### config.mk
export PLATFORM = sky130hd
export DESIGN_NAME = delay_line_vec
export DESIGN_NICKNAME = d
export VERILOG_FILES = /design/src/rtl/delay_line_vec.sv
export SDC_FILE = /design/constraint.sdc
export NUM_CORES = 2
export LEC_CHECK = 0
export ABC_CLOCK_PERIOD_IN_PS = 62100
export BUFFER_PORTS_ARGS = -buffer_cell sky130_fd_sc_hd__clkbuf_2
export CAP_MARGIN = 5
export CORE_UTILIZATION = 35
export DETAILED_ROUTE_END_ITERATION = 10
export GPL_TIMING_DRIVEN = 0
export PLACE_DENSITY = 0.6
export RECOVER_POWER = 100
export REMOVE_ABC_BUFFERS = 1
export SETUP_SLACK_MARGIN = 0.15
export SYNTH_ARGS = -nofsm -noshare
export SYNTH_HDL_FRONTEND = slang
export SYNTH_SLANG_ARGS = --single-unit
### constraint.sdc
create_clock -name clk -period 62.1 [get_ports clk]
set_input_delay 12.42 -clock clk [delete_from_list [all_inputs] [get_ports clk]]
set_output_delay 12.42 -clock clk [all_outputs]
set_load 0.02 [all_outputs]
### src/rtl/delay_line_vec.sv
// Multi-stage delay line for paired a/b operand vectors with a runtime-selectable tap.
// Used to line up operands with the latency of parallel compute branches.
module delay_line_vec #(
  parameter int REG_WIDTH = 16,
  parameter int VECTOR    = 6,
  parameter int DEPTH     = 8,
  localparam int SELW     = $clog2(DEPTH),
  localparam int CNTW     = $clog2(DEPTH + 1)
) (
  input  logic                 clk,
  input  logic                 rst,
  input  logic                 en,
  input  logic                 flush,
  input  logic [SELW-1:0]      dly_sel,
  input  logic                 in_valid,
  input  logic [REG_WIDTH-1:0] a_in [VECTOR],
  input  logic [REG_WIDTH-1:0] b_in [VECTOR],
  output logic                 out_valid,
  output logic [REG_WIDTH-1:0] a_out [VECTOR],
  output logic [REG_WIDTH-1:0] b_out [VECTOR],
  output logic [CNTW-1:0]      fill_cnt
);

  // Stream semantics: in_valid qualifies a_in/b_in on any edge with en=1 and
  // flush=0; there is no ready, so upstream must hold off while en=0.
  // out_valid qualifies a_out/b_out, which read zero whenever it is low.

  localparam logic [SELW-1:0] LAST = SELW'(DEPTH - 1);

  logic [DEPTH-1:0]     v_q;
  logic [REG_WIDTH-1:0] a_q [DEPTH][VECTOR];
  logic [REG_WIDTH-1:0] b_q [DEPTH][VECTOR];
  logic [CNTW-1:0]      cnt_q;
  logic [SELW-1:0]      tap;

  always_ff @(posedge clk or posedge rst) begin
    if (rst) begin
      v_q   <= '0;
      cnt_q <= '0;
      for (int k = 0; k < DEPTH; k++) begin
        for (int i = 0; i < VECTOR; i++) begin
          a_q[k][i] <= '0;
          b_q[k][i] <= '0;
        end
      end
    end else if (flush) begin
      // Only the valids are cleared; stale data is masked at the output.
      v_q   <= '0;
      cnt_q <= '0;
    end else if (en) begin
      v_q   <= {v_q[DEPTH-2:0], in_valid};
      cnt_q <= cnt_q + CNTW'(in_valid) - CNTW'(v_q[DEPTH-1]);
      for (int i = 0; i < VECTOR; i++) begin
        a_q[0][i] <= in_valid ? a_in[i] : '0;
        b_q[0][i] <= in_valid ? b_in[i] : '0;
      end
      for (int k = 1; k < DEPTH; k++) begin
        for (int i = 0; i < VECTOR; i++) begin
          a_q[k][i] <= a_q[k-1][i];
          b_q[k][i] <= b_q[k-1][i];
        end
      end
    end
  end

  // Out-of-range selects (non power-of-two DEPTH) clamp to the last stage.
  always_comb begin
    tap = (dly_sel > LAST) ? LAST : dly_sel;
  end

  always_comb begin
    out_valid = v_q[tap];
    for (int i = 0; i < VECTOR; i++) begin
      a_out[i] = v_q[tap] ? a_q[tap][i] : '0;
      b_out[i] = v_q[tap] ? b_q[tap][i] : '0;
    end
  end

  assign fill_cnt = cnt_q;

endmodule

==> metrics.md <==
| Metric | Value |
|---|---|
| Post-synth EDFFs | `0` |
| Area fraction in compound gates after synthesis | `1.39%` |
| Total wire length | `171000 um` |
| Seq pwr share | `47.6%` |
| Total Routing Usage GR | `17.0%` |
| Logic pwr share | `12.0%` |
| Synth top area share | `55.0%` |
| HP Class | `reg2reg` |
| Die H | `451 um` |
| CTS max path bufs | `3` |
| Dominant cells by area after synthesis | `dfrtp_1, nand2_1, mux4_2, nand3_1, buf_2` |
| Hold Vio Cnt, Final | `0` |
| Worst Hold Path Cells | `2` |
| Switching power | `731 uW` |
| Mean Syn Cell Area | `9.15 um2` |
| Iter 0 DRT Violations | `4159` |
| # hold bufs at CTS | `0` |
| H-tree depth | `4` |
| Total power | `2.71 mW` |
| RSZ-0062 raised after global routing | `false` |
| Violated checks | `design-rule violations, max-capacitance violations, max-slew violations` |
| Clk slew on worst S/H paths | `0.06 ns` |
| Die area | `203000 um2` |
| RePlAce Congestion | `0.740` |
| Fmax | `25.2 MHz` |
| Worst hold slack | `0.468 ns` |
| Worst skew pair latency | `0.83 ns` |
| Leak pwr | `42.0 nW` |
| Main synth FF type | `dfrtp_1` |
| Synth Area in Simple Gates | `27.4%` |
| Worst vdd ir | `0.0000270 V` |
| Mapped Cells | `7700` |
| Critical path, cell by cell | `clkbuf_1 -> clkbuf_1 -> clkbuf_1 -> mux4_2 -> clkbuf_1 -> clkbuf_1 -> nand3_1 -> o21ai_0 -> clkbuf_2` |
| Count of buffers from port buffering | `396` |
| Status | `finished with violations` |
| R2R depth | `8` |
| CTS tree | `done` |
| CTS root buf | `clkbuf_16` |
| Pwr Density | `33.5 nW/um2` |
| Vias in the first global route | `52500` |
| Largest family of logic cells by synthesized area | `simple AND/OR/NAND/NOR gates` |
| Crit Path Class | `in2out` |
| Slowest stage cell, crit path | `clkbuf_1` |
| Setup TNS | `0 ns` |
| Post-synthesis mux area share | `12.5%` |
| Rows | `164` |
| Remaining routing DRC violations | `52` |
| Synth warn | `0` |
| Final Cell Area | `80900 um2` |
| Worst clock skew | `0.0347 ns` |
| Synth cell count leaders | `nand2_1, dfrtp_1, mux4_2` |
| CP dominant cell by count | `clkbuf_1` |
| Largest net degree at the start of global routing | `130` |
| DP HPWL | `102000 um` |
| Layout cells sized above 1 | `13.8%` |
| Synth Area in Adders | `0.0995%` |
| Most common cell in the netlist | `nand2_1` |
| Initial antenna violation count | `14` |
| Die X | `451 um` |
| Layout Nets | `8041` |
| Area grow syn2layout | `14.9%` |
| Sequential-to-total area share from yosys stat | `55.0%` |
| Num CTS Buffers | `175` |
| Post-Synth XOR/XNOR Area | `0.0124%` |
| Critical Path Sink Type | `output pin` |
| Net Sw Frac | `27.0%` |
| Slew @ Worst Pin | `6.52 ns` |
| Worst Setup Start Kind | `input port` |
| Final worst-path cycle share | `63.9%` |
| WP data arrival | `27.25 ns` |
| Synthesized flop and latch total | `1548` |
| Drt pass-1 iters | `8` |
| GRT overflow | `0` |
| Ys async rst share | `100%` |
| Tmin final | `39.67 ns` |
| WP data required | `49.68 ns` |
| Drt via density | `4.89` |
| Placed instance area | `75800 um2` |
| Total number of vias | `52100` |
| # IOs | `397` |
| Clock power frac | `40.3%` |
| Crit path max fanout | `50` |
| Setup bufs post-CTS | `0` |
| Cell variety after synth | `22` |
| Initial core utilization | `35.2%` |
| Rel. slew slack | `-335%` |
| Cell area after synthesis | `70400 um2` |
| Final core occ | `40.5%` |
| Setup violators final | `0` |
| CTS resizes | `0` |
| CP max stage delay | `3.31 ns` |
| Clock sinks | `1548` |
| Max Transition Viols Final | `3465` |
| Post-route ant nets | `0` |
| Area leader, netlist | `dfrtp_1` |
| Wirelength per Cell | `16.0 um` |
| Cell internal pwr | `1.98 mW` |
| Total core area | `200000 um2` |
| First-pass GRT wire length | `283000 um` |
| Max-cap violations | `44` |
-- routing by layer --
| metal | wire (um) | up-vias | global-route usage [%] |
|---|---|---|---|
| met5 | 0 | - | 0 |
| li1 | - | 24900 | - |
| met3 | 7310 | 262 | 2.97 |
| met4 | 5350 | 0 | 6.24 |
| met2 | 82300 | 979 | 27.8 |
| met1 | 75700 | 25900 | 22.5 |
-- sequential cells by signal (all words and copies together), names as in the netlist --
name	count
fill_cnt	4
b_q	768
a_q	768
v_q	8
-- through the flow --
stage                     setup slack (ns)  std cells
final                                22.43      10700
after global routing                 20.66      10700
after CTS                            33.67      10600
after detailed placement             33.68      10300
after global placement              -38.64      10200
after floorplan                     -0.770       7163
-- path summary, 6_finish.rpt --
path,from,to,slack (ns)
max,dly_sel[0],a_out[19],22.43
min,a_q[39],a_q[39],0.47
min in group asynchronous,rst,a_q[171],12.08
max in group asynchronous,rst,b_q[77],26.58
min reg2reg,a_q[39],a_q[39],0.47
max reg2reg,fill_cnt[0],fill_cnt[3],60.11
-- cell type report --
type | count | area [um2]
multi-input combinational | 5609 | 29200
clock buffer | 246 | 4990
sequential | 1548 | 38700
antenna | 14 | 35.0
timing repair buffer | 496 | 3500
fill | 19400 | 119000
tap | 2656 | 3320
clock inverter | 76 | 1120
inverter | 6 | 23.8
-- logic make-up (layout without fill, tap and decap cells) --
| kind of cell | count (synthesis) | in the layout |
|---|---|---|
| simple gates | 5009 | 5009 |
| flops | 1548 | 1548 |
| buf+inv | 543 | 824 |
| mux | 399 | 399 |
| compound gates | 195 | 195 |
| fa+ha+maj | 5 | 5 |
| xor+xnor | 1 | 1 |
| other cells | 0 | 14 |
-- cell usage in the layout (no fill, tap or decap), drive strengths merged, types with 12 or more instances in the layout --
cell type  count
buf           60
bufinv        21
clkbuf       682
clkinv        43
dfrtp       1548
diode         14
inv           12
mux4         386
nand2       4610
nand3        384
nor2          12
o21ai        192
-- worst max-delay path, delay by kind of cell --
| family | cells | cell delay (ns) |
|---|---|---|
| compound gates | 1 | 0.42 |
| simple gates | 1 | 0.21 |
| mux | 1 | 1.44 |
| buf+inv | 6 | 12.48 |
-- power groups by stage --
stage	sequential [mW]	clock [mW]	combinational [mW]
final	1.29	1.09	0.326
after global routing	1.31	1.16	0.375
after CTS	1.29	1.12	0.340
after detailed placement	1.30	0	0.339
after global placement	1.30	0	0.503
after floorplan	1.28	0	0.346
(Power assumes the default switching activity.)
